$ cat config.mk
export PLATFORM = sky130hd
export DESIGN_NAME = seven_segment_decoder
export DESIGN_NICKNAME = d
export VERILOG_FILES = /design/src/rtl/seven_segment_pkg.sv /design/src/rtl/seg_pattern_lookup.sv /design/src/rtl/seven_segment_decoder.sv
export SDC_FILE = /design/constraint.sdc
export NUM_CORES = 1
export LEC_CHECK = 0
export ABC_AREA = 1
export BUFFER_PORTS_ARGS = -buffer_cell sky130_fd_sc_hd__buf_2
export CAP_MARGIN = 20
export CORE_UTILIZATION = 49
export DETAILED_ROUTE_END_ITERATION = 12
export GPL_ROUTABILITY_DRIVEN = 0
export PLACE_DENSITY = 0.72
export SLEW_MARGIN = 15
export SYNTH_ARGS = -nofsm -noshare
export SYNTH_HDL_FRONTEND = slang
export SYNTH_SLANG_ARGS = --single-unit
$ cat constraint.sdc
create_clock -name clk -period 1.6 [get_ports clk]
set_clock_uncertainty 0.15 [all_clocks]
set_input_delay 0.16 -clock clk [delete_from_list [all_inputs] [get_ports clk]]
set_output_delay 0.16 -clock clk [all_outputs]
set_load 0.01 [all_outputs]
$ cat src/rtl/seven_segment_pkg.sv
// Shared types and constants for the 7-segment receive path.
// Segment bus ordering: bit6=a ... bit0=g, 1 = segment lit.
package seven_segment_pkg;

    typedef logic [6:0] seg_t;

    localparam seg_t SEG_0     = 7'b1111110;
    localparam seg_t SEG_1     = 7'b0110000;
    localparam seg_t SEG_2     = 7'b1101101;
    localparam seg_t SEG_3     = 7'b1111001;
    localparam seg_t SEG_4     = 7'b0110011;
    localparam seg_t SEG_5     = 7'b1011011;
    localparam seg_t SEG_6     = 7'b1011111;
    localparam seg_t SEG_7     = 7'b1110000;
    localparam seg_t SEG_8     = 7'b1111111;
    localparam seg_t SEG_9     = 7'b1111011;
    localparam seg_t SEG_A     = 7'b1110111;
    localparam seg_t SEG_B     = 7'b0011111;
    localparam seg_t SEG_C     = 7'b1001110;
    localparam seg_t SEG_D     = 7'b0111101;
    localparam seg_t SEG_E     = 7'b1001111;
    localparam seg_t SEG_F     = 7'b1000111;
    localparam seg_t SEG_BLANK = 7'b0000000;

    typedef enum logic [1:0] {
        ST_SETTLE   = 2'd0,
        ST_HOLD     = 2'd1,
        ST_WAIT_CHG = 2'd2
    } dec_state_e;

endpackage

$ cat src/rtl/seg_pattern_lookup.sv
// Combinational reverse lookup: segment pattern -> digit, legal flag, blank flag.
// This is the only decode table in the design. Defining SEG_DECODE_HEX_EN
// adds the hex glyphs A..F (10..15); otherwise those glyphs are illegal.
module seg_pattern_lookup
    import seven_segment_pkg::*;
(
    input  seg_t       seg,
    output logic [3:0] digit,
    output logic       legal,
    output logic       is_blank
);

    // Map one pattern to its digit; anything not in the table stays illegal.
    always_comb begin
        digit    = 4'd0;
        legal    = 1'b0;
        is_blank = 1'b0;
        case (seg)
            SEG_0:     begin digit = 4'd0;  legal = 1'b1; end
            SEG_1:     begin digit = 4'd1;  legal = 1'b1; end
            SEG_2:     begin digit = 4'd2;  legal = 1'b1; end
            SEG_3:     begin digit = 4'd3;  legal = 1'b1; end
            SEG_4:     begin digit = 4'd4;  legal = 1'b1; end
            SEG_5:     begin digit = 4'd5;  legal = 1'b1; end
            SEG_6:     begin digit = 4'd6;  legal = 1'b1; end
            SEG_7:     begin digit = 4'd7;  legal = 1'b1; end
            SEG_8:     begin digit = 4'd8;  legal = 1'b1; end
            SEG_9:     begin digit = 4'd9;  legal = 1'b1; end
`ifdef SEG_DECODE_HEX_EN
            SEG_A:     begin digit = 4'd10; legal = 1'b1; end
            SEG_B:     begin digit = 4'd11; legal = 1'b1; end
            SEG_C:     begin digit = 4'd12; legal = 1'b1; end
            SEG_D:     begin digit = 4'd13; legal = 1'b1; end
            SEG_E:     begin digit = 4'd14; legal = 1'b1; end
            SEG_F:     begin digit = 4'd15; legal = 1'b1; end
`endif
            SEG_BLANK: begin is_blank = 1'b1; end
            default:   begin legal = 1'b0; end
        endcase
    end

endmodule

$ cat src/rtl/seven_segment_decoder.sv
// 7-segment receive decoder: debounces the segment bus, decodes a stable
// pattern once, and offers the digit on a valid/ready handshake. Illegal
// stable patterns pulse pattern_err and bump a saturating counter.
// Optional feature macro: SEG_DECODE_HEX_EN (hex glyphs A..F decode to 10..15).
module seven_segment_decoder
    import seven_segment_pkg::*;
#(
    parameter int STABLE_CYCLES = 4,
    parameter int ERR_CNT_W     = 8
) (
    input  logic                 clk,
    input  logic                 rst_n,
    input  logic [6:0]           seg_in,
    output logic [3:0]           digit_out,
    output logic                 digit_valid,
    input  logic                 digit_ready,
    output logic                 pattern_err,
    output logic [ERR_CNT_W-1:0] err_count,
    output logic                 blank
);

    localparam int                CNT_W   = $clog2(STABLE_CYCLES + 1);
    localparam logic [CNT_W-1:0]  CNT_MAX = CNT_W'(STABLE_CYCLES);
    localparam logic [ERR_CNT_W-1:0] ERR_MAX = {ERR_CNT_W{1'b1}};

    seg_t                 seg_q_r;
    logic [CNT_W-1:0]     cnt_r;
    dec_state_e           state_r,   state_s;
    seg_t                 latched_r, latched_s;
    logic [3:0]           digit_r,   digit_s;
    logic                 valid_r,   valid_s;
    logic                 err_r,     err_s;
    logic [ERR_CNT_W-1:0] err_cnt_r, err_cnt_s;
    logic                 blank_r,   blank_s;

    logic [3:0]           lk_digit_s;
    logic                 lk_legal_s;
    logic                 lk_blank_s;
    logic                 stable_s;

    // The decode always looks at the sampled bus, never the raw input.
    seg_pattern_lookup u_lookup (
        .seg      (seg_q_r),
        .digit    (lk_digit_s),
        .legal    (lk_legal_s),
        .is_blank (lk_blank_s)
    );

    assign stable_s = (cnt_r == CNT_MAX);

    // Sample the bus and count consecutive equal samples, saturating.
    always_ff @(posedge clk or negedge rst_n) begin
        if (!rst_n) begin
            seg_q_r <= SEG_BLANK;
            cnt_r   <= '0;
        end else begin
            seg_q_r <= seg_in;
            if (seg_in != seg_q_r) begin
                cnt_r <= '0;
            end else if (cnt_r != CNT_MAX) begin
                cnt_r <= cnt_r + CNT_W'(1'b1);
            end else begin
                cnt_r <= cnt_r;
            end
        end
    end

    // Next-state and next-output logic; pattern_err is a single-cycle pulse.
    always_comb begin
        state_s   = state_r;
        latched_s = latched_r;
        digit_s   = digit_r;
        valid_s   = valid_r;
        err_s     = 1'b0;
        err_cnt_s = err_cnt_r;
        blank_s   = blank_r;
        case (state_r)
            ST_SETTLE: begin
                if (stable_s) begin
                    latched_s = seg_q_r;
                    if (lk_legal_s) begin
                        digit_s = lk_digit_s;
                        valid_s = 1'b1;
                        state_s = ST_HOLD;
                    end else if (lk_blank_s) begin
                        blank_s = 1'b1;
                        state_s = ST_WAIT_CHG;
                    end else begin
                        err_s = 1'b1;
                        if (err_cnt_r != ERR_MAX) begin
                            err_cnt_s = err_cnt_r + ERR_CNT_W'(1'b1);
                        end else begin
                            err_cnt_s = err_cnt_r;
                        end
                        state_s = ST_WAIT_CHG;
                    end
                end else begin
                    state_s = ST_SETTLE;
                end
            end
            ST_HOLD: begin
                // Digit stays frozen until the consumer takes it; if the bus
                // has already moved on, start settling the new pattern.
                if (valid_r && digit_ready) begin
                    valid_s = 1'b0;
                    if (seg_q_r == latched_r) begin
                        state_s = ST_WAIT_CHG;
                    end else begin
                        state_s = ST_SETTLE;
                    end
                end else begin
                    state_s = ST_HOLD;
                end
            end
            ST_WAIT_CHG: begin
                if (seg_q_r != latched_r) begin
                    blank_s = 1'b0;
                    state_s = ST_SETTLE;
                end else begin
                    state_s = ST_WAIT_CHG;
                end
            end
            default: begin
                valid_s = 1'b0;
                blank_s = 1'b0;
                state_s = ST_SETTLE;
            end
        endcase
    end

    // FSM and output registers.
    always_ff @(posedge clk or negedge rst_n) begin
        if (!rst_n) begin
            state_r   <= ST_SETTLE;
            latched_r <= SEG_BLANK;
            digit_r   <= 4'd0;
            valid_r   <= 1'b0;
            err_r     <= 1'b0;
            err_cnt_r <= '0;
            blank_r   <= 1'b0;
        end else begin
            state_r   <= state_s;
            latched_r <= latched_s;
            digit_r   <= digit_s;
            valid_r   <= valid_s;
            err_r     <= err_s;
            err_cnt_r <= err_cnt_s;
            blank_r   <= blank_s;
        end
    end

    assign digit_out   = digit_r;
    assign digit_valid = valid_r;
    assign pattern_err = err_r;
    assign err_count   = err_cnt_r;
    assign blank       = blank_r;

endmodule
---- Word-level counts from Yosys, hierarchy flattened ----
Cells that the tools add are included.
storage, ports and cells
  register bits ........................... 34
  input bits .............................. 10
  logic and storage cells ................. 73
operators by class
  $add $sub $neg .......................... 2
  eq/ne operators ......................... 24
  muxes and demuxes ....................... 24
  bitwise gates (word level) .............. 4
  reduce and logical (&&, ||, !) cells .... 10
operators with widths
  kind                                           count
  == test 7 bit, second input constant           8
  case mux 4 bit (9 select lines)                1
  == test 7 x 6 -> 1 bit, second input constant  2
  != test 7 bit                                  2
  2-to-1 mux 1 bit                               13
  != test 2 bit, second input constant           6
  2-to-1 mux 2 bit                               5
  AND reduction 5 bit                            2
  OR reduction 10 bit                            1
  adder 8 x 1 -> 8 bit, second input constant    1
  != test 8 bit, second input constant           1
  == test 7 bit                                  1
  logical NOT 7 bit                              1
  2-to-1 mux 3 bit                               2
  case mux 1 bit (3 select lines)                2
  case mux 2 bit (3 select lines)                1
  inverter 1 bit                                 4
  AND reduction 4 bit                            1
  adder 3 x 1 -> 3 bit, second input constant    1
  == test 3 bit, second input constant           1
  != test 3 bit, second input constant           1
  AND reduction 3 bit                            1
  == test 2 x 1 -> 1 bit, second input constant  1
  == test 2 bit, second input constant           1
  4 further kinds                                4

---- Longest topological paths before layout ----
  word-level depth ........................ 6
  depth in mapped cells ................... 12
  gate-level depth less buffers ........... 11

---- Hierarchy ----
From an unflattened synthesis, not the netlist that was laid out.
unflattened totals
  cells, all modules ...................... 219
  area total of the unflattened synthesis .. 1804.2 µm²
by module, submodules not included
  module                 times used  cells an instance  area each (µm²)  seq. area each (µm²)
  seven_segment_decoder  1           169                1579.0           850.8
  seg_pattern_lookup     1           50                 225.2            0.0

---- Worst setup path after synthesis ----
OpenSTA, ideal clock, no wires.
  path type ............................... reg2reg
  from .................................... register err_cnt_r[0] (netlist: err_count[0])
  to ...................................... register err_cnt_r[6] (netlist: err_count[6])
  data arrival time ....................... 1437 ps
  path slack .............................. -52 ps
  cell stages (with the launch flop) ...... 8
  buffers on the path ..................... 0
  period minus slack after synthesis ...... 1652 ps
  cells stage by stage .................... dfrtp_1 -> ha_1 -> nand3_1 -> nor3b_2 -> nand3_2 -> nand4_4 -> nand2_1 -> nand2_1
between the ends
  word-level cells in the longest chain between the ends .. 2
  elaborated cells on any way between the ends .. 3
  those cells by class .................... add/sub: 1; eq/ne: 1; reduce/logical: 1
ends and longest elaborated chain
  item                                                          line                          RTL
  start, declared                                               seven_segment_decoder.sv:33   logic [ERR_CNT_W-1:0] err_cnt_r, err_cnt_s;
  start signal, assigned                                        seven_segment_decoder.sv:147  err_cnt_r <= err_cnt_s;
  branches (longest 2 deep; another with adder 8 x 1 -> 8 bit)  -
Parallel ways; which one is timed is not known.
A chain may end at the register's enable or synchronous reset.

---- Final worst setup path ----
  from .................................... register seg_q_r[1]
  to ...................................... register blank_r (netlist: blank)
between the ends
  word-level cells in the longest chain between the ends .. 5
  elaborated cells on any way between the ends .. 19
  those cells by class .................... eq/ne: 14; mux: 2; reduce/logical: 3
ends and longest elaborated chain
  item                                                     line                          RTL
  start, declared                                          seven_segment_decoder.sv:26   seg_t seg_q_r;
  start signal, assigned                                   seven_segment_decoder.sv:57   seg_q_r <= seg_in;
  == test 7 bit or == test 7 x 6 -> 1 bit (tied branches)  seg_pattern_lookup.sv:18      case (seg)
  OR reduction 10 bit (no source line)                     -
  2-to-1 mux 1 bit                                         seg_pattern_lookup.sv:18
  != test 2 bit (no source line)                           -
  AND reduction 5 bit (no source line) (*)                 -
  end signal, assigned                                     seven_segment_decoder.sv:148  blank_r <= blank_s;
  end, declared                                            seven_segment_decoder.sv:34   logic blank_r, blank_s;
Mark *: on every way between the ends. The rest lies on a longest branch, timed or not.

==> results.py <==
metrics = {
    "clocking": {
        "clock_sinks": 34,
        "root_buffer": "clkbuf_8",
        "numCtsBuffers": 5,
        "cts_tree": "done",
        "cts_buffer_depth": 2,
        "clock_latency_ns": 0.29,
        "htreeDepth": 2,
        "clkSlewWorstSetupHoldPaths_ns": 0.07,
    },
    "timing": {
        "report.final.slew_viol_count": 0,
        "max_slew_margin": 0.708,
        "fin_ws_ns": -0.142,
        "tightest_slew_ns": 0.438,
        "rsz0062_at_grt": "yes",
        "period_needed_ns": 1.74,
        "finalHoldViolCount": 0,
        "fmax_mhz": 574,
        "setup_violations": 16,
        "fin_hold_ws_ns": 0.0200,
        "fin_crit_sh": 1.09,
    },
    "setup_path": {
        "end_kind": "flip-flop",
        "worst_setup_path_start_kind": "flip-flop",
        "path_class": "reg -> reg",
        "critPathArrivalTime_ns": 1.78,
        "worstPathRequired_ns": 1.63,
        "worstPathMaxFanout": 6,
    },
    "detailed_routing": {
        "drt-wirelength-per-cell_um": 12.5,
        "first_iter_violations": 94,
        "firstDrtPassIters": 4,
        "drtAntennaViolNets": 0,
        "vias_per_cell": 4.97,
        "route.detailed.drc": 0,
        "vias": 1793,
        "wl_um": 4510,
    },
    "flow_run": {
        "cap_violations": 0,
    },
    "finish": {
        "fin_area_mm2": 0.00284,
        "area_delta_synth_final_pct": 41.8,
        "antenna_cells": 0,
        "regArea_um2": 857,
        "fin_nets": 325,
        "multi_input_area_mm2": 0.00115,
        "drive_above_1_share": 0.463,
        "fin_cells": 361,
        "fillerInstances": 251,
    },
    "synth": {
        "ys_ff_latch": 34,
        "synth_warnings": 0,
        "synthDistinctLibCells": 32,
        "synth_cells": 234,
        "syn_area_mm2": 0.00200,
        "synth.avg_cell_area_um2": 8.54,
        "ys_seq_area_frac": 0.426,
        "syn_nets": 247,
    },
    "die": {
        "die_h_um": 65.9,
        "core_area_mm2": 0.00380,
        "die_x_um": 65.9,
        "rows": 22,
        "num_io_pins": 25,
        "initial_core_util": 0.526,
        "dieArea_mm2": 0.00434,
    },
    "hold_path": {
        "hold_path_class": "in -> reg",
    },
    "place": {
        "dpl_worst_slack_ns": -0.160,
        "place.port_buffers": 24,
        "place_area_mm2": 0.00234,
        "dp_hpwl_um": 2870,
        "place_inst": 326,
    },
    "global_route": {
        "grt.overflow.total": 0,
        "antenna_found_initial": 0,
        "grt_pass1_wl_um": 7130,
        "grt_pass1_vias": 1631,
        "grt_usage": 0.222,
        "grt_max_degree": 19,
    },
    "run_status": {
        "violations": "negative setup slack",
        "status": "complete, but fails checks",
    },
    "power_and_ir_drop": {
        "p_leak_nw": 1.47,
        "power_density_mw_per_mm2": 654,
        "power_w": 0.00185,
        "ir_drop_uv": 663,
    },
}
## layer usage
layer	up-vias	GRT usage	part of all wire
met2	32	0.374	0.50
met5	-	0	0
li1	890	-	-
met1	863	0.261	0.45
met4	0	0.0978	0.015
met3	8	0.0621	0.034
## cells in the mapped netlist
library cell   n  area [µm²]
nand3_2        2        20.0
xor2_1        10        87.6
dfrtp_1       34         851
nand2_2        9        56.3
clkinv_2       1        5.00
a21oi_1        2        10.0
xnor2_1       11        96.3
nor4_4         1        21.3
nand2_4        3        33.8
o21ai_4        1        16.3
nand4_1        3        18.8
nor2_1        18        67.6
nand3_1       15        75.1
ha_1           3        37.5
buf_6          4        45.0
nor2_4         4        45.0
nand2_1       62         233
and3_2         1        7.51
inv_1         14        52.6
nand3b_1       1        7.51
clkinv_1       1        3.75
a21oi_2        1        8.76
nor3_1         4        20.0
o21ai_0        5        25.0
clkbuf_1       1        3.75
buf_4          2        15.0
o21ai_1        4        20.0
inv_2          9        33.8
nand4_4        1        21.3
nand3_4        1        17.5
nor3b_2        1        12.5
nor2_2         5        31.3
## sequential cells by signal, summed over array words and instances (netlist names)
name and cells:
cnt_r 3, pattern_err 1, state_r 2, latched_r 7
digit_valid 1, err_count 8, blank 1, digit_out 4
seg_q_r 7
## area by class of cell
| type | count | area share |
|---|---|---|
| Inverter | 25 | 0.0357 |
| Clock inverter | 3 | 0.0141 |
| Clock buffer | 5 | 0.0243 |
| Sequential cell | 34 | 0.302 |
| Timing Repair Buffer | 76 | 0.197 |
| Tap cell | 48 | 0.0212 |
| Multi-Input combinational cell | 170 | 0.406 |
## cells by family after synthesis
logic type      Yosys count  synth area share
simple gates            131             0.344
flops                    34             0.426
buf+inv                  32            0.0795
xor+xnor                 21            0.0920
compound gates           13            0.0401
fa+ha+maj                 3            0.0188
## worst max-delay path, stage by stage, from the launching register on
cell and delay (ns):
dfrtp_2 0.47, buf_4 0.17, xnor2_2 0.14, nand4_1 0.17, nor3_2 0.27, nand2_1 0.13
nand3_1 0.08, nand2_1 0.05
## path summary, 6_finish.rpt
path | startpoint | end | slack, ns | cells after the start
max in group asynchronous | rst_n | seg_q_r[3] | 0.66 | 3
min in group asynchronous | rst_n | digit_out[2] | 0.18 | 2
worst max register to register | seg_q_r[1] | blank | -0.14 | 7
worst max-delay path | seg_q_r[1] | blank | -0.14 | 7
worst min register to register | digit_out[3] | digit_out[3] | 0.33 | 2
worst min-delay path | digit_ready | state_r[0] | 0.02 | 4
## stage by stage
step,setup TNS (ns),utilization
6_report,-1.14,0.746
5_1_grt,-3.21,0.746
4_1_cts,-1.12,0.711
3_5_place_dp,-1.67,0.616
3_3_place_gp,-1.32,0.616
2_1_floorplan,-0.208,-
## placed cells by master, fill, tap and decap left out, types with 7 or more instances in the layout
master / instances
xor2_1: 10
nor2_1: 13
buf_2: 24
nand2_4: 7
xnor2_1: 8
inv_1: 11
nor2_4: 11
buf_4: 39
dfrtp_1: 29
nand2_1: 55
inv_2: 12
dlygate4sd3_1: 8
nand2_2: 12
nand3_1: 14
## report_power, final
group | total (W) | internal (W) | leakage [nW] | switching (W)
Combinational | 0.000191 | 0.0000976 | 0.960 | 0.0000936
Sequential | 0.000890 | 0.000870 | 0.454 | 0.0000206
Clock | 0.000773 | 0.000458 | 0.0579 | 0.000315
Total | 0.00185 | 0.00143 | 1.47 | 0.000429
## timing repair
action,4_1_cts,5_1_grt
hold buffers,8,0
endpoints found under the setup margin,17,22
endpoints found under the hold margin,41,0
buffers inserted,9,8
cloned,1,1
pin swaps,19,25
gates resized for setup,29,16
(Power assumes the default switching activity.)
